<file path="config.mk">
export PLATFORM = sky130hd
export DESIGN_NAME = mod_hi_speed_protocol_decoder
export DESIGN_NICKNAME = d
export VERILOG_FILES = /design/src/rtl/mod_hi_speed_protocol_decoder.sv
export SDC_FILE = /design/constraint.sdc
export NUM_CORES = 1
export LEC_CHECK = 0
export BUFFER_PORTS_ARGS = -buffer_cell sky130_fd_sc_hd__buf_2
export CELL_PAD_IN_SITES_DETAIL_PLACEMENT = 1
export CELL_PAD_IN_SITES_GLOBAL_PLACEMENT = 2
export CORE_MARGIN = 1
export CORE_UTILIZATION = 35
export CTS_BUF_LIST = sky130_fd_sc_hd__clkbuf_4
export DETAILED_ROUTE_END_ITERATION = 8
export HOLD_SLACK_MARGIN = 0.08
export PLACE_DENSITY = 0.83
export SLEW_MARGIN = 30
export SYNTH_ARGS = -nofsm -noshare
export SYNTH_HDL_FRONTEND = slang
export SYNTH_SLANG_ARGS = --single-unit
</file>
<file path="constraint.sdc">
create_clock -name CLK -period 2.9 [get_ports CLK]
set_input_delay 0.58 -clock CLK [delete_from_list [all_inputs] [get_ports CLK]]
set_output_delay 0.58 -clock CLK [all_outputs]
set_load 0.05 [all_outputs]
</file>
<file path="src/rtl/mod_hi_speed_protocol_decoder.sv">
// Receive-side frame decoder for the high-speed RS-485 link: parses MARKER/FLAG/LEN/data/CRC
// frames from the byte receiver, writes data bytes to the RX RAM and reports each frame once.
module mod_hi_speed_protocol_decoder #(
    parameter logic [7:0]  MARKER_BYTE = 8'hB6,
    parameter logic [15:0] MAX_LEN     = 16'd4096,
    parameter logic [23:0] TIMEOUT_CYC = 24'd2400
) (
    input  logic        CLK,
    input  logic        RESET,
    input  logic [7:0]  RX_DATA,
    input  logic        RX_VALID,
    input  logic        RX_PARITY_ERR,
    output logic        RX_RAM_REQ_WR,
    input  logic        RX_RAM_RDY_WR,
    output logic [15:0] RX_RAM_ADDR_OUT,
    output logic [7:0]  RX_RAM_DATA_OUT,
    output logic        DECODING,
    output logic        RX_STR,
    output logic [7:0]  RX_FLAG,
    output logic [15:0] RX_BYTE_NUMBER,
    output logic [3:0]  RX_ERR
);
    localparam logic [15:0] CRC_INIT = 16'hFFFF;
    localparam logic [15:0] CRC_POLY = 16'h1021;

    typedef enum logic [2:0] {
        S_IDLE, S_FLAG, S_LEN_H, S_LEN_L, S_DATA, S_CRC_H, S_CRC_L, S_DONE
    } state_t;

    state_t      r_state, w_next;
    logic [15:0] r_crc, r_len, r_rxCnt, r_addr, r_outNum;
    logic [7:0]  r_flag, r_crcH, r_ramData, r_outFlag;
    logic [3:0]  r_err, r_outErr;
    logic [23:0] r_toCnt;
    logic        r_reqWr, r_decoding, r_rxStr;

    logic        w_markerOk, w_inFrame, w_timeout, w_abortTo, w_reqFree, w_allRx;
    logic [15:0] w_lenIn;

    // CRC16, polynomial 0x1021, MSB first, one byte per call
    function automatic logic [15:0] crcNext(input logic [15:0] c, input logic [7:0] d);
        logic [15:0] r;
        r = c ^ {d, 8'h00};
        for (int i = 0; i < 8; i++)
            r = r[15] ? ((r << 1) ^ CRC_POLY) : (r << 1);
        return r;
    endfunction

    assign w_markerOk = RX_VALID && (RX_DATA == MARKER_BYTE) && !RX_PARITY_ERR;
    assign w_inFrame  = (r_state != S_IDLE) && (r_state != S_DONE);
    assign w_timeout  = (r_toCnt >= TIMEOUT_CYC);
    assign w_abortTo  = w_inFrame && w_timeout && !r_reqWr;
    assign w_reqFree  = !r_reqWr || RX_RAM_RDY_WR;
    assign w_allRx    = (r_rxCnt == r_len);
    assign w_lenIn    = {r_len[15:8], RX_DATA};

    assign RX_RAM_REQ_WR   = r_reqWr;
    assign RX_RAM_ADDR_OUT = r_addr;
    assign RX_RAM_DATA_OUT = r_ramData;
    assign DECODING        = r_decoding;
    assign RX_STR          = r_rxStr;
    assign RX_FLAG         = r_outFlag;
    assign RX_BYTE_NUMBER  = r_outNum;
    assign RX_ERR          = r_outErr;

    always_ff @(posedge CLK or negedge RESET) begin
        if (!RESET) r_state <= S_IDLE;
        else        r_state <= w_next;
    end

    // A CRC_H byte arriving while the last data write is still in flight skips CRC_H
    always_comb begin
        w_next = r_state;
        case (r_state)
            S_IDLE:  if (w_markerOk) w_next = S_FLAG;
            S_FLAG:  if (RX_VALID) w_next = S_LEN_H;
            S_LEN_H: if (RX_VALID) w_next = S_LEN_L;
            S_LEN_L: if (RX_VALID) begin
                         if (w_lenIn == 16'd0)     w_next = S_CRC_H;
                         else if (w_lenIn > MAX_LEN) w_next = S_DONE;
                         else                        w_next = S_DATA;
                     end
            S_DATA:  if (w_allRx) begin
                         if (RX_VALID)      w_next = S_CRC_L;
                         else if (!r_reqWr) w_next = S_CRC_H;
                     end
            S_CRC_H: if (RX_VALID) w_next = S_CRC_L;
            S_CRC_L: if (RX_VALID) w_next = S_DONE;
            S_DONE:  w_next = S_IDLE;
            default: w_next = S_IDLE;
        endcase
        if (w_abortTo) w_next = S_DONE;
    end

    always_ff @(posedge CLK or negedge RESET) begin
        if (!RESET) begin
            r_crc      <= CRC_INIT;
            r_len      <= '0;
            r_rxCnt    <= '0;
            r_addr     <= '0;
            r_flag     <= '0;
            r_crcH     <= '0;
            r_ramData  <= '0;
            r_err      <= '0;
            r_toCnt    <= '0;
            r_reqWr    <= 1'b0;
            r_decoding <= 1'b0;
            r_rxStr    <= 1'b0;
            r_outFlag  <= '0;
            r_outNum   <= '0;
            r_outErr   <= '0;
        end else begin
            r_rxStr <= 1'b0;
            if (r_reqWr && RX_RAM_RDY_WR) begin
                r_reqWr <= 1'b0;
                r_addr  <= r_addr + 16'd1;
            end
            if (!w_inFrame || RX_VALID) r_toCnt <= '0;
            else if (!w_timeout)        r_toCnt <= r_toCnt + 24'd1;
            if (w_abortTo) r_err[2] <= 1'b1;
            else if (w_inFrame && RX_VALID && RX_PARITY_ERR) r_err[1] <= 1'b1;

            case (r_state)
                S_IDLE: begin
                    r_crc <= CRC_INIT;
                    if (w_markerOk) begin
                        r_crc      <= crcNext(CRC_INIT, RX_DATA);
                        r_decoding <= 1'b1;
                        r_err      <= '0;
                        r_addr     <= '0;
                        r_rxCnt    <= '0;
                    end
                end
                S_FLAG: if (RX_VALID && !w_abortTo) begin
                    r_flag <= RX_DATA;
                    r_crc  <= crcNext(r_crc, RX_DATA);
                end
                S_LEN_H: if (RX_VALID && !w_abortTo) begin
                    r_len[15:8] <= RX_DATA;
                    r_crc       <= crcNext(r_crc, RX_DATA);
                end
                S_LEN_L: if (RX_VALID && !w_abortTo) begin
                    r_len[7:0] <= RX_DATA;
                    r_crc      <= crcNext(r_crc, RX_DATA);
                    if (w_lenIn > MAX_LEN) r_err[3] <= 1'b1;
                end
                // Overrun bytes are still part of the frame: they count and feed the CRC
                S_DATA: if (RX_VALID && !w_abortTo) begin
                    if (!w_allRx) begin
                        r_crc   <= crcNext(r_crc, RX_DATA);
                        r_rxCnt <= r_rxCnt + 16'd1;
                        if (w_reqFree) begin
                            r_ramData <= RX_DATA;
                            r_reqWr   <= 1'b1;
                        end else begin
                            r_err[3] <= 1'b1;
                        end
                    end else begin
                        r_crcH <= RX_DATA;
                    end
                end
                S_CRC_H: if (RX_VALID && !w_abortTo) r_crcH <= RX_DATA;
                S_CRC_L: if (RX_VALID && !w_abortTo && ({r_crcH, RX_DATA} != r_crc)) r_err[0] <= 1'b1;
                S_DONE: begin
                    r_rxStr    <= 1'b1;
                    r_decoding <= 1'b0;
                    r_crc      <= CRC_INIT;
                    r_outFlag  <= r_flag;
                    r_outNum   <= r_len;
                    r_outErr   <= r_err;
                end
                default: ;
            endcase
        end
    end
endmodule

</file>
==> flow_metrics.py <==
metrics = {
    "power_and_ir_drop": {
        "p_leak_nw": 4.03,
        "power_density_nw_per_um2": 1030,
        "pwr-share-seq": 0.371,
        "switchingPower_mw": 4.09,
        "ir_drop_v": 0.000666,
        "clockPowerShare": 0.155,
        "p_sw_frac": 0.456,
        "p_int_mw": 4.88,
        "combinationalPowerShare": 0.474,
    },
    "synth": {
        "netlist_area_um2": 7640,
        "ys_top_cells_by_area": "dfrtp_1 44%, nand2_1 7.3%, xor2_1 5.8%",
        "yosys_warnings": 0,
        "netlist.area_leader.share": 0.439,
        "synth_edf_count": 0,
        "synth-main-ff-cell": "dfrtp_1",
        "async_reset_ff_frac": 1.00,
        "synth_seq_area_share": 0.494,
        "synth_commonest_cells": "148 x nand2_1, 134 x dfrtp_1, 51 x xor2_1",
        "syn_nets": 736,
        "synth.avg_cell_area_um2": 10.6,
        "yosysTopAreaCell": "dfrtp_1",
        "ys_ff_latch": 150,
        "ys_types": 68,
        "synthCells": 719,
        "yosysMostFrequentCell": "nand2_1",
    },
    "routing": {
        "wirelength_um": 19600,
        "via_per_inst": 5.14,
        "ant_nets": 0,
        "dr_total_vias": 5626,
        "drt_iter0_markers": 260,
        "avgRoutedWirePerCell_um": 17.9,
        "route.detailed.drc": 0,
        "wirelength_met1_um": 9680,
        "dr.pass1.iters": 4,
        "top_layer": "met4",
        "met3_length_um": 702,
        "met2_length_um": 9040,
    },
    "floorplan": {
        "die_w_um": 150,
        "dieArea_um2": 22400,
        "rows": 53,
        "ios": 68,
        "core_area_um2": 21200,
        "start_util": 0.360,
        "die_y_um": 150,
    },
    "timing": {
        "slew_headroom": 0.574,
        "max_freq_ghz": 0.397,
        "fin_tns_setup_ns": 0,
        "period_needed_ns": 2.52,
        "setup-violations-final": 0,
        "tightest_slew_ns": 0.639,
        "skew_ns": 0.0289,
        "whs_ns": 0.292,
        "hold_viol_final": 0,
        "finalMaxSlewViolations": 0,
        "grt_setup_unrepaired": "false",
        "fin_crit_sh": 0.868,
    },
    "grt": {
        "grt_pass1_wl_um": 31700,
        "grt_max_degree": 63,
        "antenna_found_initial": 1,
        "gr-total-overflow": 0,
        "grtUsageTotal": 0.184,
        "grt_pass1_vias": 5633,
    },
    "layout": {
        "drive_gt1_frac": 0.252,
        "area.growth.synth_to_final_pct": 13.7,
        "fill_cells": 2433,
        "stdcell_area_um2": 8690,
        "nets": 822,
    },
    "clocking": {
        "h-tree-depth": 4,
        "cts.sinks": 150,
        "clkTransAtPathRegs_ns": 0.16,
        "cts_tree": "built",
        "cts_buffers": 17,
        "clockBufferDepth": 2,
        "cts_repair_resize_count": 0,
        "cts-root-buf": "clkbuf_4",
        "clk_latency_ns": 0.57,
    },
    "place": {
        "dpl-instance-area_um2": 8370,
        "gp_congestion": 0.838,
        "io_buffers": 67,
        "dp.final_hpwl_um": 13800,
    },
    "run": {
        "drv_cap": 0,
    },
    "status": {
        "status": "completed",
    },
    "critical_path": {
        "critPathKind": "flop to flop",
        "cp.required_ns": 3.39,
        "cp-start-kind": "flop",
        "arrival_ns": 3.00,
        "end_kind": "flop",
        "critPathMaxFanout": 10,
    },
    "min_path": {
        "hp-class": "input pin to flop",
    },
}
## cells by family after synthesis
| kind of cell | synth area share |
|---|---|
| and+or+nand+nor | 0.202 |
| DFF | 0.494 |
| xor gates and xnor gates | 0.0958 |
| AOI/OAI and AO/OA | 0.0745 |
| muxes | 0.0914 |
| buffers and inverters | 0.0355 |
| adders and majority gates | 0.00655 |
## routing by layer
layer,vias to the layer above,global-route usage
li1,2651,-
met1,2865,0.270
met2,97,0.283
met3,13,0.0311
met4,0,0.0384
met5,-,0
## flip-flops by register name (all words and copies together), names as in the netlist
register / cells
RX_RAM_ADDR_OUT: 16
RX_FLAG: 8
RX_ERR: 4
r_crc: 16
r_flag: 8
r_err: 4
r_state: 3
RX_RAM_DATA_OUT: 8
r_len: 16
RX_BYTE_NUMBER: 16
r_crcH: 8
r_toCnt: 24
DECODING: 1
r_rxCnt: 16
RX_STR: 1
RX_RAM_REQ_WR: 1
## layout by cell type (no fill, tap or decap), types with 9 or more instances in the layout
cell / n
mux2_2: 24
or3_1: 12
inv_1: 9
nor4_1: 12
clkbuf_4: 17
nor2_1: 50
buf_4: 28
buf_2: 66
nand3_1: 20
o21ai_0: 13
mux2_1: 22
and2_1: 14
a21oi_1: 24
xnor2_1: 23
nand2_1: 148
xor2_1: 51
nand4_1: 10
dfstp_2: 16
dfrtp_1: 134
## what timing repair did
action                                  4_1_cts  5_1_grt
hold buffers                                  1        0
endpoints found under the setup margin        0        0
endpoints found under the hold margin        52        0
buffers inserted                              0        0
## final timing paths
| kind | from | endpoint | slack, ns | cells after the start |
|---|---|---|---|---|
| max in group asynchronous | RESET | r_crc[12] | 1.61 | 3 |
| hold / removal | RX_PARITY_ERR | r_err[1] | 0.29 | 2 |
| setup reg to reg | r_toCnt[5] | r_rxCnt[14] | 0.38 | 6 |
| setup / recovery | r_toCnt[5] | r_rxCnt[14] | 0.38 | 6 |
| min in group asynchronous | RESET | r_toCnt[20] | 0.58 | 2 |
| hold reg to reg | RX_BYTE_NUMBER[11] | RX_BYTE_NUMBER[11] | 0.49 | 2 |
## per-stage QoR
step | util | instances | total power [mW] | setup WS (ns)
finish | 0.409 | 1094 | 8.98 | 0.382
floorplan | - | 719 | 6.48 | 0.549
global placement | 0.395 | 1060 | 7.56 | 0.388
detailed placement | 0.395 | 1060 | 7.65 | 0.391
CTS | 0.409 | 1093 | 9.09 | 0.390
global route | 0.409 | 1094 | 9.57 | 0.221
## area by class of cell
class,instances,area [um^2],area share
repair buffers,99,622,0.0716
well taps,275,344,0.0396
diodes,1,2.50,0.000288
inverters,11,46.3,0.00533
clock inverters,15,178,0.0204
clock buffers,17,128,0.0147
multi-input cells,526,3600,0.414
flip-flops and latches,150,3770,0.434
## power groups by stage
stage	logic, mW	registers [mW]	clock network [mW]
final	4.25	3.33	1.39
after global routing	4.62	3.42	1.52
after CTS	4.29	3.34	1.45
after detailed placement	4.27	3.38	0
after global placement	4.20	3.36	0
after floorplan	2.33	4.15	0
## critical path, stage by stage, from the launching register on
cell and delay [ns]:
dfrtp_1 0.48, a2111oi_4 0.42, o2111ai_4 0.28, a21oi_4 0.31, nand4_1 0.37, or3_1 0.44, a21oi_1 0.15
Power figures use the tool's default switching activity.
